<file path="src/rtl/fifo_pkg.sv">
// Shared constants and helpers for the FIFO queue and its storage.
package fifo_pkg;

  localparam int DEF_WIDTH = 8;
  localparam int DEF_DEPTH = 8;

  function automatic int clog2(input int n);
    int r;
    r = 0;
    while ((1 << r) < n) r++;
    return r;
  endfunction

  localparam int DEF_PTR_W = clog2(DEF_DEPTH);

endpackage

</file>
<file path="src/rtl/fifo_mem.sv">
// DEPTH x WIDTH register file: synchronous write, asynchronous read, no reset.
module fifo_mem
  import fifo_pkg::*;
#(
  parameter int WIDTH = DEF_WIDTH,
  parameter int DEPTH = DEF_DEPTH,
  parameter int AW    = clog2(DEPTH)
) (
  input  logic             clk,
  input  logic             we,
  input  logic [AW-1:0]    waddr,
  input  logic [WIDTH-1:0] wdata,
  input  logic [AW-1:0]    raddr,
  output logic [WIDTH-1:0] rdata
);

  logic [WIDTH-1:0] mem [DEPTH];

  always_ff @(posedge clk)
    if (we) mem[waddr] <= wdata;

  assign rdata = mem[raddr];

endmodule

</file>
<file path="src/rtl/fifo_queue.sv">
// Same-clock FIFO byte queue with occupancy count, threshold flags and
// sticky overflow/underflow; every output is registered.
module fifo_queue
  import fifo_pkg::*;
#(
  parameter int WIDTH    = DEF_WIDTH,
  parameter int DEPTH    = DEF_DEPTH,
  parameter int AF_LEVEL = 6,
  parameter int AE_LEVEL = 2
) (
  input  logic                     clk,
  input  logic                     clr,
  input  logic [WIDTH-1:0]         din,
  input  logic                     push,
  input  logic                     pop,
  output logic [WIDTH-1:0]         dout,
  output logic                     valid,
  output logic [$clog2(DEPTH):0]   count,
  output logic                     full,
  output logic                     empty,
  output logic                     almost_full,
  output logic                     almost_empty,
  output logic                     overflow,
  output logic                     underflow
);

  localparam int PW = clog2(DEPTH);
  localparam int CW = PW + 1;

  logic [PW-1:0]    wptr, rptr;
  logic [WIDTH-1:0] rdata;
  logic             pop_ok, push_ok;
  logic [CW-1:0]    count_next;

  // A full queue still takes a push when a pop frees a slot in the same edge.
  assign pop_ok     = pop & ~empty;
  assign push_ok    = push & (~full | pop_ok);
  assign count_next = count + CW'(push_ok) - CW'(pop_ok);

  fifo_mem #(.WIDTH(WIDTH), .DEPTH(DEPTH), .AW(PW)) u_mem (
    .clk   (clk),
    .we    (push_ok),
    .waddr (wptr),
    .wdata (din),
    .raddr (rptr),
    .rdata (rdata)
  );

  always_ff @(posedge clk or posedge clr) begin
    if (clr) begin
      wptr         <= '0;
      rptr         <= '0;
      dout         <= '0;
      valid        <= 1'b0;
      count        <= '0;
      full         <= 1'b0;
      empty        <= 1'b1;
      almost_full  <= 1'b0;
      almost_empty <= 1'b1;
      overflow     <= 1'b0;
      underflow    <= 1'b0;
    end else begin
      valid <= pop_ok;
      if (push_ok) wptr <= wptr + 1'b1;
      if (pop_ok) begin
        rptr <= rptr + 1'b1;
        dout <= rdata;
      end
      if (push & ~push_ok) overflow  <= 1'b1;
      if (pop & ~pop_ok)   underflow <= 1'b1;
      // Flags follow count_next so they line up with the new count.
      count        <= count_next;
      full         <= (count_next == CW'(DEPTH));
      empty        <= (count_next == '0);
      almost_full  <= (count_next >= CW'(AF_LEVEL));
      almost_empty <= (count_next <= CW'(AE_LEVEL));
    end
  end

endmodule

</file>
<file path="config.mk">
export PLATFORM = sky130hd
export DESIGN_NAME = fifo_queue
export DESIGN_NICKNAME = d
export VERILOG_FILES = /design/src/rtl/fifo_pkg.sv /design/src/rtl/fifo_mem.sv /design/src/rtl/fifo_queue.sv
export SDC_FILE = /design/constraint.sdc
export NUM_CORES = 1
export LEC_CHECK = 0
export CORE_ASPECT_RATIO = 0.8
export CORE_MARGIN = 2
export CORE_UTILIZATION = 50
export DETAILED_ROUTE_END_ITERATION = 10
export PLACE_DENSITY_LB_ADDON = 0.08
export SETUP_SLACK_MARGIN = 0.05
export SLEW_MARGIN = 15
export SYNTH_ARGS = -nofsm -noshare
export SYNTH_HDL_FRONTEND = slang
export SYNTH_HIERARCHICAL = 1
export SYNTH_SLANG_ARGS = --single-unit
export TNS_END_PERCENT = 5
</file>
<file path="constraint.sdc">
create_clock -name clk -period 2.5 [get_ports clk]
set_input_delay 0.625 -clock clk [delete_from_list [all_inputs] [get_ports clk]]
set_output_delay 0.625 -clock clk [all_outputs]
set_load 0.01 [all_outputs]
</file>
==> run summary, run 1 <==
### Run status
* completed — outcome

### Route
* 105 — drt first-iter violations
* 329 um — Routed met3 length
* 4 — detailed-router iteration count before antenna repair
* met4 — DR top layer
* 0 — DRC errors left
* 2.78 mm — Post-Route M1 WL
* 5.45 — detailed-route vias per instance
* 0 — Routed Antenna Nets
* 1917 — via count
* 6.73 mm — final wirelength
* 19.1 um — detailed-route wire length per cell
* 3.55 mm — routed length on met2

### Clock network
* 89 — clock sink total
* 9 — total CTS buffers
* 3 — htree depth
* 0.08 ns — CTS clk-pin slew, worst paths
* 0 — post-cts hold buffer count
* built — clock tree from TritonCTS
* 0.34 ns — clock insertion delay at the later pin of the skew report
* 2 — maximum clock path buffer count
* sky130_fd_sc_hd__clkbuf_8 — CTS Root Buffer Type

### Synth
* 2.52% — complex-gate fraction of the synthesized area
* 1.69% — share of the synthesized netlist area taken by xor and xnor gates
* 64 — EDFF count, synth
* 70.3% — proportion of synthesized chip area in sequential cells
* sky130_fd_sc_hd__edfxtp_1 — library cell with the highest instance count after synthesis
* 5.94% — simple-gate portion of the synthesized area
* 206 — Mapped Cells
* 32 — number of unique standard cell types used by synthesis
* 53.0% — area share of the leading cell type in the synthesized netlist
* 6 — Syn. warnings
* 14.3% — proportion of synthesized area in mux cells
* sky130_fd_sc_hd__edfxtp_1 (53%), sky130_fd_sc_hd__dfrtp_1 (16%), sky130_fd_sc_hd__mux4_1 (11%) — top post-synthesis cells by area
* 3630 um^2 — combined area of all synthesized cells
* sky130_fd_sc_hd__edfxtp_1 (64), sky130_fd_sc_hd__nand2_1 (30), sky130_fd_sc_hd__dfrtp_1 (23) — commonest cells in the synthesized netlist
* 17.6 um^2 — syn_area_per_cell
* 2.62% — adder-cell share of the synthesized area
* 225 — number of nets in the synthesized netlist
* sky130_fd_sc_hd__edfxtp_1 — post-synth top area cell
* 89 — register bit total from synthesis
* sky130_fd_sc_hd__edfxtp_1 — predominant post-synthesis flop cell
* 28.1% — share of flip-flops with an asynchronous set or reset
* multiplexers — dominant combinational cell family by area after synthesis

### Pwr
* 18.5% — relative contribution of the clock network to total power
* 1580 uW — switching power total
* 0.733 mV — Max rail drop VDD
* 0.00166 uW — leakage power summed over all cells
* 31.9% — switching part of the total
* 3360 uW — Power Internal
* 44.3% — sequential group share of total power
* 37.2% — combinational fraction of design power
* 1130 nW/um^2 — power per standard cell area

### Placed design
* 333 — total instance count after detailed placement
* 4.43 mm — detailed placement HPWL
* 30 — quantity of I/O buffers inserted on ports
* 0.785 — routability congestion estimate
* -0.531 ns — setup slack after placement

### Die
* 31 — total I/O pin count
* 80.2 um — die height
* 99.2 um — horizontal die dimension
* 52.1% — effective utilization at floorplan
* 6960 um^2 — placeable core region
* 7950 um^2 — Die Area
* 27 — row cnt

### Layout
* 62.6% — final core occ
* 22.3% — share of final-layout standard cells stronger than drive strength 1
* 20.2% — P&R area growth vs syn
* 279 — # nets final
* 352 — final instance count without filler cells
* 0 — # diodes

### GRT
* 1992 — number of global-route vias before repair
* 10.6 mm — global-route wire length before repair
* 26 — pin count of the biggest net entering global routing
* 18.7% — GRT Overall Usage
* 0 — overflow left after global routing
* 0 — initial antenna violation count

### Run
* 0 — max capacitance violation total

### Timing
* 0.153 ns — minimum setup slack in the final design
* 2.35 ns — fin crit period
* 0 — Final Max Tran Viols
* 93.9% — part of the cycle the worst path needs
* 0.723 ns — measured slew at the worst slew-check pin
* 0 — # setup viols final
* 51.8% — Slew HR
* 426 MHz — max frequency
* 0.00310 ns — Clock Skews
* 0 — Final Hold Vio Count
* false — RSZ-0062 raised after global routing

### Setup path
* 0.18 ns — register-to-register setup slack
* 2.76 ns — data required time of the critical path
* empty$_DFF_PP1_ — start of the worst register-to-register path
* 2.60 ns — endpoint arrival time on the critical path
* 10 — length in cells of the worst reg-to-reg path
* input pin to flip-flop — critical path class
* input pin — Worst Setup Start Kind
* flip-flop — element type at the critical path end
* almost_empty$_DFF_PP1_ — r2r endpoint
* 3 — crit path max fanout

### Hold path
* flip-flop to flip-flop — worst hold-check path type
* overflow$_DFFE_PP0P_ — Worst Hold End
* overflow$_DFFE_PP0P_ — launch point of the worst hold path
* 1 — cell depth of the worst hold path

-- repair_timing --
action | 4_1_cts | 5_1_grt
buffers inserted | 1 | 2
pin swaps | 1 | 3
endpoints found under the setup margin | 5 | 5
gates resized for setup | 5 | 8
gates cloned | 0 | 0
-- sequential cells by signal, indices dropped and copies added (netlist names) --
name,cells
valid,1
full,1
empty,1
underflow,1
dout,8
count,4
wptr,3
almost_full,1
overflow,1
u_mem/mem,64
almost_empty,1
rptr,3
-- how the worst max path moves through the flow --
stage	from	end	slack, ns	cells past startpoint
floorplan	pop	almost_empty$_DFF_PP1_	0.16	11
global placement	pop	almost_empty$_DFF_PP1_	-0.38	12
detailed placement	pop	almost_empty$_DFF_PP1_	-0.53	12
CTS	empty$_DFF_PP1_	almost_empty$_DFF_PP1_	0.08	10
global route	empty$_DFF_PP1_	almost_empty$_DFF_PP1_	0.08	10
finish	pop	almost_empty$_DFF_PP1_	0.15	11
-- stage by stage --
stage / hold slack [ns] / total power [uW] / TNS (ns) / cell area, um^2
2_1_floorplan: 0.443 / 3290 / 0 / 3630
6_report: 0.469 / 4940 / 0 / 4360
5_1_grt: 0.492 / 5240 / 0 / 4360
4_1_cts: 0.473 / 4870 / 0 / 4310
3_5_place_dp: 0.455 / 3920 / -2.84 / 4110
3_3_place_gp: 0.439 / 3820 / -2.07 / 4110
-- critical path, stage by stage --
cell,delay (ns)
sky130_fd_sc_hd__dlygate4sd2_1,0.27
sky130_fd_sc_hd__nand2b_4,0.09
sky130_fd_sc_hd__a21boi_4,0.17
sky130_fd_sc_hd__inv_1,0.09
sky130_fd_sc_hd__ha_4,0.23
sky130_fd_sc_hd__inv_1,0.05
sky130_fd_sc_hd__ha_2,0.18
sky130_fd_sc_hd__inv_2,0.04
sky130_fd_sc_hd__fa_2,0.57
sky130_fd_sc_hd__inv_2,0.05
sky130_fd_sc_hd__a221oi_2,0.25
-- power by group through the flow --
stage	logic [uW]	clock network [uW]	registers, uW
after floorplan	1110	0	2180
after global placement	1620	0	2200
after detailed placement	1700	0	2220
after CTS	1740	939	2190
after global routing	2000	1010	2230
final	1840	914	2190
-- kinds of logic after synthesis --
group                      after synthesis
and+or+nand+nor                         49
buffers and inverters                   18
DFF                                     89
muxes                                   25
AOI/OAI and AO/OA                       11
xor gates and xnor gates                 7
adders and majority gates                7
-- metal layers --
| metal | global-route usage (%) | up-vias |
|---|---|---|
| met5 | 0 | - |
| met4 | 6.16 | 0 |
| met3 | 6.61 | 8 |
| met2 | 31.3 | 40 |
| met1 | 23.0 | 985 |
| li1 | - | 884 |
-- final cells by class --
class                   instances  area, um^2
repair buffers                 50         452
flip-flops and latches         89        2550
well taps                      87         109
clock buffers                   9         124
clock inverters                 7        61.3
fillers                       498        2600
multi-input cells              99        1020
inverters                      11        41.3
-- placed cells by master, fill, tap and decap left out, types with 2 or more instances in the layout --
| cell | n |
|---|---|
| sky130_fd_sc_hd__edfxtp_1 | 64 |
| sky130_fd_sc_hd__nand2_1 | 30 |
| sky130_fd_sc_hd__clkdlybuf4s50_1 | 28 |
| sky130_fd_sc_hd__dfrtp_1 | 23 |
| sky130_fd_sc_hd__buf_4 | 19 |
| sky130_fd_sc_hd__mux4_1 | 15 |
| sky130_fd_sc_hd__mux2_2 | 9 |
| sky130_fd_sc_hd__clkbuf_8 | 9 |
| sky130_fd_sc_hd__inv_1 | 8 |
| sky130_fd_sc_hd__nor2_1 | 7 |
| sky130_fd_sc_hd__xnor2_1 | 4 |
| sky130_fd_sc_hd__ha_1 | 4 |
| sky130_fd_sc_hd__inv_2 | 3 |
| sky130_fd_sc_hd__clkinv_1 | 3 |
| sky130_fd_sc_hd__nand2b_1 | 3 |
| sky130_fd_sc_hd__nand3_1 | 2 |
| sky130_fd_sc_hd__a21oi_1 | 2 |
| sky130_fd_sc_hd__xor2_1 | 2 |
| sky130_fd_sc_hd__a21o_1 | 2 |
| sky130_fd_sc_hd__nor3_2 | 2 |
| sky130_fd_sc_hd__dfstp_2 | 2 |
| sky130_fd_sc_hd__clkinvlp_4 | 2 |
| sky130_fd_sc_hd__dlygate4sd2_1 | 2 |
| sky130_fd_sc_hd__nor3_1 | 2 |
(Power assumes the default switching activity.)
==> run 2, diff against run 1 <==
--- a/config.mk
+++ b/config.mk
@@ -9,6 +9,7 @@
 export CORE_MARGIN = 2
 export CORE_UTILIZATION = 50
 export DETAILED_ROUTE_END_ITERATION = 10
+export HOLD_SLACK_MARGIN = 0.05
 export PLACE_DENSITY_LB_ADDON = 0.08
 export SETUP_SLACK_MARGIN = 0.05
 export SLEW_MARGIN = 15
==> results of run 2 <==
Final layout, timing and power as in run 1 (identical DEF).
==> run 3, diff against run 2 <==
--- a/config.mk
+++ b/config.mk
@@ -9,7 +9,6 @@
 export CORE_MARGIN = 2
 export CORE_UTILIZATION = 50
 export DETAILED_ROUTE_END_ITERATION = 10
-export HOLD_SLACK_MARGIN = 0.05
 export PLACE_DENSITY_LB_ADDON = 0.08
 export SETUP_SLACK_MARGIN = 0.05
 export SLEW_MARGIN = 15
==> results of run 3 <==
Final layout, timing and power as in run 1 (identical DEF).
